$ cat config.mk
export PLATFORM = sky130hd
export DESIGN_NAME = uart_rx
export DESIGN_NICKNAME = d
export VERILOG_FILES = /design/src/rtl/uart_pkg.sv /design/src/rtl/sync_2ff.sv /design/src/rtl/uart_rx.sv
export SDC_FILE = /design/constraint.sdc
export NUM_CORES = 1
export LEC_CHECK = 0
export BUFFER_PORTS_ARGS = -buffer_cell sky130_fd_sc_hd__buf_2
export CORE_MARGIN = 3
export CORE_UTILIZATION = 35
export DETAILED_ROUTE_END_ITERATION = 6
export GPL_TIMING_DRIVEN = 0
export PLACE_DENSITY_LB_ADDON = 0.08
export SKIP_LAST_GASP = 1
export SYNTH_ARGS = -nofsm -noshare
export SYNTH_HDL_FRONTEND = slang
export SYNTH_SLANG_ARGS = --single-unit
$ cat constraint.sdc
create_clock -name clk_48 -period 1.8 [get_ports clk_48]
set_input_delay 0.09 -clock clk_48 [delete_from_list [all_inputs] [get_ports clk_48]]
set_output_delay 0.09 -clock clk_48 [all_outputs]
set_load 0.02 [all_outputs]
$ cat src/rtl/uart_pkg.sv
// Shared UART definitions used by both uart_rx and uart_tx: receiver state
// encoding, default bit period and data width.
package uart_pkg;

    // Default bit period in clk_48 cycles (48 MHz / 48 = 1 Mbaud).
    localparam int UART_CLKS_PER_BIT_DEFAULT = 48;

    // Data bits per frame, LSB first on the wire.
    localparam int UART_DATA_BITS = 8;

    // Receiver FSM states.
    typedef enum logic [2:0] {
        RX_IDLE   = 3'd0,
        RX_START  = 3'd1,
        RX_DATA   = 3'd2,
        RX_PARITY = 3'd3,
        RX_STOP   = 3'd4,
        RX_BREAK  = 3'd5
    } rx_state_e;

endpackage

$ cat src/rtl/sync_2ff.sv
// Generic two-flop synchronizer for asynchronous inputs. RESET_VAL sets the
// value both stages take during reset, so an idle-high line comes out of
// reset already idle and does not produce a false edge.
module sync_2ff #(
    parameter int               WIDTH     = 1,
    parameter logic [WIDTH-1:0] RESET_VAL = '0
) (
    input  logic             clk_48,
    input  logic             reset,
    input  logic [WIDTH-1:0] d_async,
    output logic [WIDTH-1:0] q_sync
);

    logic [WIDTH-1:0] meta_q;
    logic [WIDTH-1:0] sync_q;

    // First stage may go metastable; second stage gives it a cycle to settle.
    always_ff @(posedge clk_48) begin
        if (reset) begin
            meta_q <= RESET_VAL;
            sync_q <= RESET_VAL;
        end else begin
            meta_q <= d_async;
            sync_q <= meta_q;
        end
    end

    assign q_sync = sync_q;

endmodule

$ cat src/rtl/uart_rx.sv
// Byte-wide UART receiver, 8N1 by default. Define UART_RX_PARITY_EN to
// receive 8E1 frames (start, 8 data, even parity, stop) with a live
// parity_error output; it must match the setting used for uart_tx.
// Bits are sampled at their centre by a down-counter that is started half a
// bit after the falling start edge and reloaded with a full bit period.
module uart_rx
    import uart_pkg::*;
#(
    // clk_48 cycles per bit; must be at least 4 and even.
    parameter int CLKS_PER_BIT = UART_CLKS_PER_BIT_DEFAULT
) (
    input  logic                      clk_48,
    input  logic                      reset,
    input  logic                      serial,
    output logic [UART_DATA_BITS-1:0] data,
    output logic                      data_strobe,
    output logic                      frame_error,
    output logic                      parity_error,
    output logic                      busy
);

    localparam int                CNT_W     = $clog2(CLKS_PER_BIT);
    localparam int                BITN_W    = $clog2(UART_DATA_BITS);
    localparam logic [CNT_W-1:0]  HALF_LOAD = CNT_W'(CLKS_PER_BIT / 2 - 1);
    localparam logic [CNT_W-1:0]  FULL_LOAD = CNT_W'(CLKS_PER_BIT - 1);
    localparam logic [BITN_W-1:0] LAST_BIT  = BITN_W'(UART_DATA_BITS - 1);

    logic rx_s;

    rx_state_e                 state_q,        state_d;
    logic [CNT_W-1:0]          cnt_q,          cnt_d;
    logic [BITN_W-1:0]         bitn_q,         bitn_d;
    logic [UART_DATA_BITS-1:0] sr_q,           sr_d;
    logic [UART_DATA_BITS-1:0] data_q,         data_d;
    logic                      rx_prev_q;
    logic                      data_strobe_q,  data_strobe_d;
    logic                      frame_error_q,  frame_error_d;
`ifdef UART_RX_PARITY_EN
    logic                      par_ok_q,       par_ok_d;
    logic                      parity_error_q, parity_error_d;
`endif

    sync_2ff #(
        .WIDTH     (1),
        .RESET_VAL (1'b1)
    ) u_sync (
        .clk_48  (clk_48),
        .reset   (reset),
        .d_async (serial),
        .q_sync  (rx_s)
    );

    // Next-state, bit timing, shift register and one-cycle event pulses.
    always_comb begin
        state_d       = state_q;
        cnt_d         = (state_q == RX_IDLE) ? cnt_q : cnt_q - CNT_W'(1);
        bitn_d        = bitn_q;
        sr_d          = sr_q;
        data_d        = data_q;
        data_strobe_d = 1'b0;
        frame_error_d = 1'b0;
`ifdef UART_RX_PARITY_EN
        par_ok_d       = par_ok_q;
        parity_error_d = 1'b0;
`endif
        case (state_q)
            RX_IDLE: begin
                // Falling edge: aim the first check at the middle of start.
                if (rx_prev_q && !rx_s) begin
                    cnt_d   = HALF_LOAD;
                    state_d = RX_START;
                end
            end
            RX_START: begin
                if (cnt_q == '0) begin
                    if (!rx_s) begin
                        cnt_d   = FULL_LOAD;
                        bitn_d  = '0;
                        state_d = RX_DATA;
                    end else begin
                        // Line went back high: a glitch, not a start bit.
                        state_d = RX_IDLE;
                    end
                end
            end
            RX_DATA: begin
                if (cnt_q == '0) begin
                    sr_d   = {rx_s, sr_q[UART_DATA_BITS-1:1]};
                    cnt_d  = FULL_LOAD;
                    bitn_d = bitn_q + BITN_W'(1);
                    if (bitn_q == LAST_BIT) begin
`ifdef UART_RX_PARITY_EN
                        state_d = RX_PARITY;
`else
                        state_d = RX_STOP;
`endif
                    end
                end
            end
`ifdef UART_RX_PARITY_EN
            RX_PARITY: begin
                if (cnt_q == '0) begin
                    par_ok_d = ((^sr_q) ^ rx_s) == 1'b0;
                    cnt_d    = FULL_LOAD;
                    state_d  = RX_STOP;
                end
            end
`endif
            RX_STOP: begin
                if (cnt_q == '0) begin
                    if (rx_s) begin
                        // Leave at mid-stop so a start half a bit later is caught.
                        data_d        = sr_q;
                        data_strobe_d = 1'b1;
`ifdef UART_RX_PARITY_EN
                        parity_error_d = !par_ok_q;
`endif
                        state_d = RX_IDLE;
                    end else begin
                        frame_error_d = 1'b1;
                        state_d       = RX_BREAK;
                    end
                end
            end
            RX_BREAK: begin
                // Wait out a held-low line before looking for a new start.
                if (rx_s) begin
                    state_d = RX_IDLE;
                end
            end
            default: begin
                state_d = RX_IDLE;
            end
        endcase
    end

    // State and output registers; reset drops any partial frame.
    always_ff @(posedge clk_48) begin
        if (reset) begin
            state_q       <= RX_IDLE;
            cnt_q         <= '0;
            bitn_q        <= '0;
            sr_q          <= '0;
            data_q        <= '0;
            rx_prev_q     <= 1'b1;
            data_strobe_q <= 1'b0;
            frame_error_q <= 1'b0;
`ifdef UART_RX_PARITY_EN
            par_ok_q       <= 1'b1;
            parity_error_q <= 1'b0;
`endif
        end else begin
            state_q       <= state_d;
            cnt_q         <= cnt_d;
            bitn_q        <= bitn_d;
            sr_q          <= sr_d;
            data_q        <= data_d;
            rx_prev_q     <= rx_s;
            data_strobe_q <= data_strobe_d;
            frame_error_q <= frame_error_d;
`ifdef UART_RX_PARITY_EN
            par_ok_q       <= par_ok_d;
            parity_error_q <= parity_error_d;
`endif
        end
    end

    assign data        = data_q;
    assign data_strobe = data_strobe_q;
    assign frame_error = frame_error_q;
    assign busy        = (state_q != RX_IDLE);
`ifdef UART_RX_PARITY_EN
    assign parity_error = parity_error_q;
`else
    assign parity_error = 1'b0;
`endif

endmodule

After elaboration in Yosys (flattened, before gate mapping)
Index checks and enable logic that the tools add are counted.
{"block": "word_totals", "word_cells": 58, "register_bits": 33, "in_bits": 3}
{"block": "op_classes", "n_eq_ne": 12, "n_mux": 21, "reduce_logical": 11, "n_addsub": 2, "n_bitwise": 2}
{"cell": "2-to-1 mux 3 bit", "count": 10}
{"cell": "2-to-1 mux 6 bit", "count": 5}
{"cell": "one-hot mux 6 bit (3 select lines)", "count": 1}
{"cell": "one-hot mux 3 bit (5 select lines)", "count": 1}
{"cell": "!= test 2 bit, second input constant", "count": 5}
{"cell": "== test 3 bit, second input constant", "count": 3}
{"cell": "zero test 6 bit", "count": 1}
{"cell": "one-hot mux 3 bit (2 select lines)", "count": 1}
{"cell": "AND reduction 6 bit", "count": 1}
{"cell": "subtractor 6 x 1 -> 6 bit, second input constant", "count": 1}
{"cell": "!= test 2 x 1 -> 1 bit, second input constant", "count": 2}
{"cell": "AND reduction 4 bit", "count": 1}
{"cell": "adder 3 x 1 -> 3 bit, second input constant", "count": 1}
{"cell": "== test 3 x 1 -> 1 bit, second input constant", "count": 1}
{"cell": "== test 3 x 2 -> 1 bit, second input constant", "count": 1}
{"cell": "zero test 3 bit", "count": 1}
{"cell": "AND reduction 3 bit", "count": 1}
{"cell": "nonzero test 3 bit", "count": 1}
{"cell": "OR reduction 3 bit", "count": 1}
{"cell": "2-to-1 mux 1 bit", "count": 2}
{"cell": "2-to-1 mux 2 bit", "count": 1}
{"cell": "NOT 1 bit", "count": 2}
{"cell": "AND reduction 2 bit", "count": 1}
{"cell": "nonzero test 2 bit", "count": 1}
{"cell": "2 further kinds", "count": 2}

Logic depth before layout (Yosys ltp)
Gate-level depths: netlist of run 1.
{"block": "depth", "depth_word": 5, "ltp_mapped": 7}

By module
A second synthesis of run 1 with hierarchy kept.
{"block": "unflattened", "cells_unflattened": 147, "area_unflattened_um2": 1430.1}
{"module": "uart_rx", "area_per_inst_um2": 1377.6, "cells_each": 143, "seq_area_each_um2": 620.6, "n_inst": 1}
{"module": "sync_2ff", "area_per_inst_um2": 52.6, "cells_each": 4, "seq_area_each_um2": 40.0, "n_inst": 1}

Worst setup path before layout of run 1
Ideal clock, no wire load.
{"block": "synth_timing", "path_kind": "register -> register", "startpoint": "reg state_q[2]", "endpoint": "reg bitn_q[1]", "arrival_ns": 1.473, "setup_slack_ns": 0.199, "stages_incl_launch_ff": 6, "n_path_buf": 1, "cell_sequence": "dfxtp_1 buf_6 or4b_1 a211o_1 a22oi_1 nor2_1"}
{"block": "synth_via", "elab_chain_cells": 3}
{"item": "from (decl)", "line_no": "uart_rx.sv:30", "text": "rx_state_e state_q, state_d;"}
{"item": "from (signal assigned)", "line_no": "uart_rx.sv:153", "text": "state_q <= state_d;"}
{"item": "== test 3 x 1 -> 1 bit / == test 3 x 2 -> 1 bit (equally long branches)", "line_no": "uart_rx.sv:66", "text": "case (state_q)"}
{"item": "!= test 2 bit (no line) / nonzero test 2 bit (equally long branches)"}
{"item": "AND reduction 4 bit (no line)"}
{"item": "to (signal assigned)", "line_no": "uart_rx.sv:155", "text": "bitn_q <= bitn_d;"}
{"item": "to (decl)", "line_no": "uart_rx.sv:32", "text": "logic [BITN_W-1:0] bitn_q, bitn_d;"}
Several ways; a longest one is shown, not always the timed one.
A chain may end at the register's enable or synchronous reset.

Worst setup path in the final report of run 1
{"block": "layout_timing", "startpoint": "reg u_sync.sync_q, in the netlist u_sync.q_sync", "endpoint": "reg bitn_q[1]"}
{"block": "layout_via", "elab_chain_cells": 2}
{"item": "from (decl)", "line_no": "sync_2ff.sv:15", "text": "logic [WIDTH-1:0] sync_q;"}
{"item": "from (signal assigned)", "line_no": "sync_2ff.sv:24", "text": "sync_q <= meta_q;"}
{"item": "!= test 2 bit (no line)"}
{"item": "AND reduction 4 bit (no line)"}
No other way between the ends.

==> metrics.md, run 1 <==
| Metric | Value |
|---|---|
| Outcome | `finished clean` |
| FF-to-FF path depth | `5` |
| CTS tree | `yes` |
| Root Driver | `clkbuf_8` |
| Routed vias/inst | `5.01` |
| Final hold slack | `244 ps` |
| Crit path max fanout | `10` |
| # rows | `22` |
| HPWL after DPL | `1950 um` |
| FMAX | `0.570 GHz` |
| GRT Overall Usage | `12.5%` |
| Largest net degree at the start of global routing | `11` |
| Final clock period utilization by the worst path | `97.5%` |
| WP data arrival | `1910 ps` |
| Leakage | `0.628 nW` |
| Yosys cell types | `43` |
| Layout cells sized above 1 | `21.6%` |
| Clock latency on the worst-skew pair | `280 ps` |
| # setup viols final | `0` |
| # IOs | `15` |
| Switching share of total power | `24.7%` |
| Setup TNS Final | `0 ps` |
| CTS buffer count | `5` |
| CORE AREA | `0.00383 mm2` |
| First-pass GRT wire length | `4940 um` |
| Vias in the first global route | `1036` |
| Top cells by area, synth | `dfxtp_1, mux2i_1, nor2_1, ha_1, buf_4` |
| Reg2reg setup slack | `40 ps` |
| Hold_sp | `reset` |
| Internal power | `0.00106 W` |
| Flop pwr share | `53.4%` |
| Ys Warns | `0` |
| Critical Path Sink Type | `flip-flop` |
| Max incr delay on CP | `510 ps` |
| WS Path Type | `flip-flop to flip-flop` |
| DR DRC count | `0` |
| Die height | `70.3 um` |
| Post-synth top area cell | `dfxtp_1` |
| Hold endpoint | `data_strobe$_SDFF_PP0_` |
| Sink Count | `33` |
| Fin. max-slew vios | `0` |
| #FFs+latches synth | `33` |
| Post-layout worst setup margin | `44.9 ps` |
| Min Clock Period, post-route | `1760 ps` |
| Hold depth | `3` |
| Antenna diode count | `0` |
| DRT iter0 DRCs | `81` |
| Antenna violations before repair | `0` |
| Worst hold-check path type | `input pin to flip-flop` |
| Switching Power | `0.000349 W` |
| Synth Area per Inst | `9.47 um2` |
| Clock skew | `3.04 ps` |
| Clock-pin slew on the worst setup and hold paths | `70 ps` |
| Net Count, Synth | `159` |
| CP required | `1950 ps` |
| Die ar. | `0.00495 mm2` |
| GRT overflow | `0` |
| Logic pwr share | `9.0%` |
| Drt pass-1 iters | `4` |
| Post-synth top area share | `45.6%` |
| Peak supply drop | `0.662 mV` |
| H-Tree Depth | `2` |
| Die width | `70.3 um` |
| Fin. Hold Viols | `0` |
| Avg WL per Cell | `12.7 um` |
| Mapped Cells | `153` |
| Clk pwr share | `37.5%` |
| Drt total wl | `2850 um` |
| Slowest library cell on the worst path | `or4b_1` |
| Initial core utilization | `37.9%` |
| CTS Buffer Depth | `2` |
| RR Endpoint | `bitn_q[1]$_SDFFE_PP0P_` |
| EDFF count, synth | `0` |
| Crit path buf inv count | `1` |
| Fill cell count | `386` |
| Cell Area, Synth | `0.00145 mm2` |
| Max cap viols | `0` |
| Sequential share of the synthesized area | `45.6%` |
| GP Congestion | `0.836` |
| Worst r2r src | `u_sync.q_sync$_SDFF_PP1_` |
| Pre-CTS setup slack | `43.0 ps` |
| Final nets | `181` |
| Main synth FF type | `dfxtp_1` |
| Port-buffer cells | `12` |
| Post-synth ARST share | `0%` |
| Vias | `1122` |
| Synth-to-layout area growth | `16.1%` |
| Post-DRT Antenna Nets | `0` |
| Unrepaired setup endpoints after global routing | `true` |
| Largest delay share family, worst path | `compound AO/OA/AOI/OAI gates` |
| Worst setup SP type | `flip-flop` |
| Pwr Density | `840 mW/mm2` |
| CP cell instances | `buf_2, or4b_1, a211o_2, a22oi_1, nor2_1` |
sequential cells by signal, summed over array words and instances, names as in the netlist:
| signal | flops |
|---|---|
| cnt_q | 6 |
| rx_prev_q | 1 |
| u_sync.meta_q | 1 |
| data | 8 |
| state_q | 3 |
| frame_error | 1 |
| data_strobe | 1 |
| u_sync.q_sync | 1 |
| sr_q | 8 |
| bitn_q | 3 |
cell families after synthesis:
family	synth area share [%]
AND/OR/NAND/NOR	20.6
flip-flops	45.6
AO/OA/AOI/OAI	11.6
multiplexers	13.3
buffers and inverters	6.04
adder cells (fa/ha/maj)	2.59
other	0.259
layout make-up:
class | instances | area [um2] | share of cell area [%]
inverters | 5 | 18.8 | 1.12
clock buffers | 7 | 76.3 | 4.54
multi-input cells | 104 | 708 | 42.1
plain buffers | 11 | 68.8 | 4.09
repair buffers | 15 | 82.6 | 4.91
well taps | 48 | 60.1 | 3.57
clock inverters | 1 | 7.51 | 0.446
flip-flops and latches | 33 | 661 | 39.3
stage by stage:
stage	util, %	cells	total power [W]	cell area [um2]
global placement	41.0	213	0.000895	1570
CTS	43.5	222	0.00143	1660
detailed placement	41.0	213	0.000896	1570
finish	44.0	224	0.00141	1680
global route	44.0	224	0.00149	1680
floorplan	-	153	0.000868	1450
worst min-delay path: cells and delay by family:
| kind | cells | cell delay [ps] |
|---|---|---|
| simple gates | 1 | 120 |
| buf+inv | 2 | 290 |
worst max-delay path by stage:
stage                              from                     end  cells after the start  slack [ps]
3_5_place_dp   u_sync.q_sync$_SDFF_PP1_  bitn_q[1]$_SDFFE_PP0P_                      5          40
6_report       u_sync.q_sync$_SDFF_PP1_  bitn_q[1]$_SDFFE_PP0P_                      5          40
5_1_grt        u_sync.q_sync$_SDFF_PP1_  bitn_q[2]$_SDFFE_PP0P_                      5         -50
4_1_cts        u_sync.q_sync$_SDFF_PP1_  bitn_q[1]$_SDFFE_PP0P_                      5          20
2_1_floorplan   state_q[2]$_SDFFE_PP0P_  bitn_q[1]$_SDFFE_PP0P_                      5         200
3_3_place_gp   u_sync.q_sync$_SDFF_PP1_  bitn_q[2]$_SDFFE_PP0P_                      5          70
cell usage in the layout, fill, tap and decap left out, types with 4 or more instances in the layout:
master    instances
a21oi_1           4
nand2_1           6
mux2i_1          17
dfxtp_1          33
inv_1             4
nor2_1           26
buf_4             4
clkbuf_1          7
clkbuf_8          5
buf_2            14
nor3_1            4
power groups by stage:
stage / clock (W) / combinational (W) / sequential [W]
detailed placement: 0 / 0.000125 / 0.000772
global route: 0.000587 / 0.000146 / 0.000756
global placement: 0 / 0.000124 / 0.000771
floorplan: 0 / 0.0000991 / 0.000769
CTS: 0.000553 / 0.000127 / 0.000755
finish: 0.000530 / 0.000128 / 0.000755
metal layers:
layer  vias to the layer above  share of wire, %  GRT usage [%]
met1                       524                51           17.7
met2                        16                44           17.0
li1                        576                 -              -
met3                         6               3.8           4.46
met5                         -                 0              0
met4                         0               1.6           5.11
cells in the mapped netlist, types with 2 or more instances:
master    instances
nor2_1           26
and2_1            2
mux2i_1          17
nand3_1           2
o31ai_1           2
mux2_2            2
nand2_1           6
nand2b_1          2
a211o_1           2
a31oi_1           3
nor2b_1           2
clkbuf_1          5
o21ai_0           3
buf_4             3
ha_1              3
a22oi_1           2
dfxtp_1          33
buf_6             2
inv_1             4
nor3_1            4
a21oi_1           4
or2_2             3
what timing repair did:
| item | in CTS | in global routing |
|---|---|---|
| resized for setup | 0 | 4 |
| endpoints found under the setup margin | 0 | 14 |
| hold buffers | 1 | 0 |
| buffers inserted | 0 | 1 |
| hold endpoints to repair | 1 | 0 |
No activity file was read; power rests on OpenSTA's default activity.
==> run 2: changes to the inputs <==
Settings changed: CORE_ASPECT_RATIO set to 1.1.
==> run 2 against run 1 <==
Net effect: power is 2.7% higher; wire length fell by 0.11%; core utilization grew 1.3 points; clock skew up 2.1 ps; via count up 1.1%; non-clock buffer count increased by 2; worst hold slack lost 20 ps.
==> metrics.md, run 2 (synthesized netlist as in run 1, its figures left out) <==
| Metric | Value |
|---|---|
| Switching share of total power | `24.6%` |
| Antenna violations before repair | `0` |
| Finished Core Util | `45.3%` |
| Flop pwr share | `52.0%` |
| Fin. max-slew vios | `0` |
| Most common cell after layout, fill and taps aside | `dfxtp_1` |
| Reg2reg setup slack | `50 ps` |
| CTS buffer count | `5` |
| Drt total wl | `2850 um` |
| GP Congestion | `0.869` |
| DR DRC count | `0` |
| # rows | `23` |
| Drt pass-1 iters | `4` |
| Largest net degree at the start of global routing | `11` |
| Die width | `67.3 um` |
| Outcome | `finished clean` |
| Internal power | `0.00109 W` |
| Clock-pin slew on the worst setup and hold paths | `70 ps` |
| WS Path Type | `flip-flop to flip-flop` |
| Root Driver | `clkbuf_8` |
| Hold_sp | `reset` |
| Placed insts | `215` |
| Final clock period utilization by the worst path | `97.1%` |
| CTS tree | `yes` |
| Hold endpoint | `data_strobe$_SDFF_PP0_` |
| Most frequent cells in the layout | `dfxtp_1, nor2_1, mux2i_1, buf_2` |
| GRT Overall Usage | `12.9%` |
| Hold depth | `3` |
| Leakage | `0.648 nW` |
| H-Tree Depth | `2` |
| Clock latency on the worst-skew pair | `280 ps` |
| Setup TNS Final | `0 ps` |
| Die ar. | `0.00495 mm2` |
| Pwr Density | `844 mW/mm2` |
| Final hold slack | `225 ps` |
| DRT iter0 DRCs | `53` |
| Peak supply drop | `0.490 mV` |
| Synth-to-layout area growth | `18.7%` |
| Unrepaired setup endpoints after global routing | `true` |
| CORE AREA | `0.00380 mm2` |
| Vias in the first global route | `1051` |
| Switching Power | `0.000357 W` |
| Clk pwr share | `38.9%` |
| HPWL after DPL | `1930 um` |
| FF-to-FF path depth | `5` |
| Routed vias/inst | `5.00` |
| Vias | `1134` |
| Initial core utilization | `38.1%` |
| # setup viols final | `0` |
| Layout cells sized above 1 | `24.3%` |
| # IOs | `15` |
| CTS Buffer Depth | `2` |
| Worst r2r src | `u_sync.q_sync$_SDFF_PP1_` |
| RR Endpoint | `bitn_q[1]$_SDFFE_PP0P_` |
| GRT overflow | `0` |
| Final nets | `183` |
| Worst hold-check path type | `input pin to flip-flop` |
| FMAX | `0.572 GHz` |
| Port-buffer cells | `12` |
| First-pass GRT wire length | `4700 um` |
| Antenna diode count | `0` |
| Fin. Hold Viols | `0` |
| Die height | `73.5 um` |
| Crit path max fanout | `10` |
| Fin cells | `227` |
| Avg WL per Cell | `12.5 um` |
| CP required | `1960 ps` |
| Post-DRT Antenna Nets | `0` |
| Clock skew | `5.11 ps` |
| Min Clock Period, post-route | `1750 ps` |
| Logic pwr share | `9.1%` |
| Max cap viols | `0` |
| Worst setup SP type | `flip-flop` |
| Sink Count | `33` |
| WP data arrival | `1900 ps` |
| Critical Path Sink Type | `flip-flop` |
-- run 2: how the worst max path moves through the flow --
stage	cells after the start	end	from
after floorplan	5	bitn_q[1]$_SDFFE_PP0P_	state_q[2]$_SDFFE_PP0P_
after global placement	5	bitn_q[2]$_SDFFE_PP0P_	u_sync.q_sync$_SDFF_PP1_
after detailed placement	5	bitn_q[1]$_SDFFE_PP0P_	state_q[1]$_SDFFE_PP0P_
after CTS	5	bitn_q[1]$_SDFFE_PP0P_	state_q[1]$_SDFFE_PP0P_
after global routing	5	bitn_q[1]$_SDFFE_PP0P_	u_sync.q_sync$_SDFF_PP1_
final	5	bitn_q[1]$_SDFFE_PP0P_	u_sync.q_sync$_SDFF_PP1_
-- run 2: stage by stage --
stage | worst slack, ps | power [W] | instance area, um2
final | 52.5 | 0.00145 | 1720
after global routing | -52.0 | 0.00152 | 1720
after CTS | 25.5 | 0.00146 | 1670
after detailed placement | 34.9 | 0.000894 | 1570
after global placement | 38.8 | 0.000894 | 1570
after floorplan | 199 | 0.000868 | 1450
-- run 2: metal layers --
layer  vias to the layer above  wire length, um  GRT usage, %
li1                        577                -             -
met1                       531             1380          15.8
met2                        21             1300          19.1
met3                         5              116          5.20
met4                         0               55          6.76
met5                         -                0             0
-- run 2: area by class of cell --
cell class	instances	area (um2)
timing repair buffer	17	97.6
clock inverter	1	7.51
tap	50	62.6
multi-input combinational	104	722
sequential	33	661
fill	398	2080
clock buffer	6	82.6
buffer	11	68.8
inverter	5	18.8
-- run 2: repair_timing --
action / CTS / global route
buffers inserted: 0 / 2
hold buffers: 1 / 0
gates resized for setup: 0 / 8
hold endpoints to repair: 1 / 0
setup endpoints to repair: 0 / 18
-- run 2: power groups by stage --
stage | clock [W] | sequential, W | combinational, W
final | 0.000565 | 0.000755 | 0.000132
after floorplan | 0 | 0.000769 | 0.0000991
after global routing | 0.000611 | 0.000756 | 0.000151
after CTS | 0.000580 | 0.000754 | 0.000125
after detailed placement | 0 | 0.000771 | 0.000123
after global placement | 0 | 0.000771 | 0.000123
-- run 2: worst max-delay path: stages (launching register included) --
cell and delay [ps]:
dfxtp_1 290, buf_2 170, or4b_1 510, a211o_2 390, a22oi_1 210, nor2_1 50
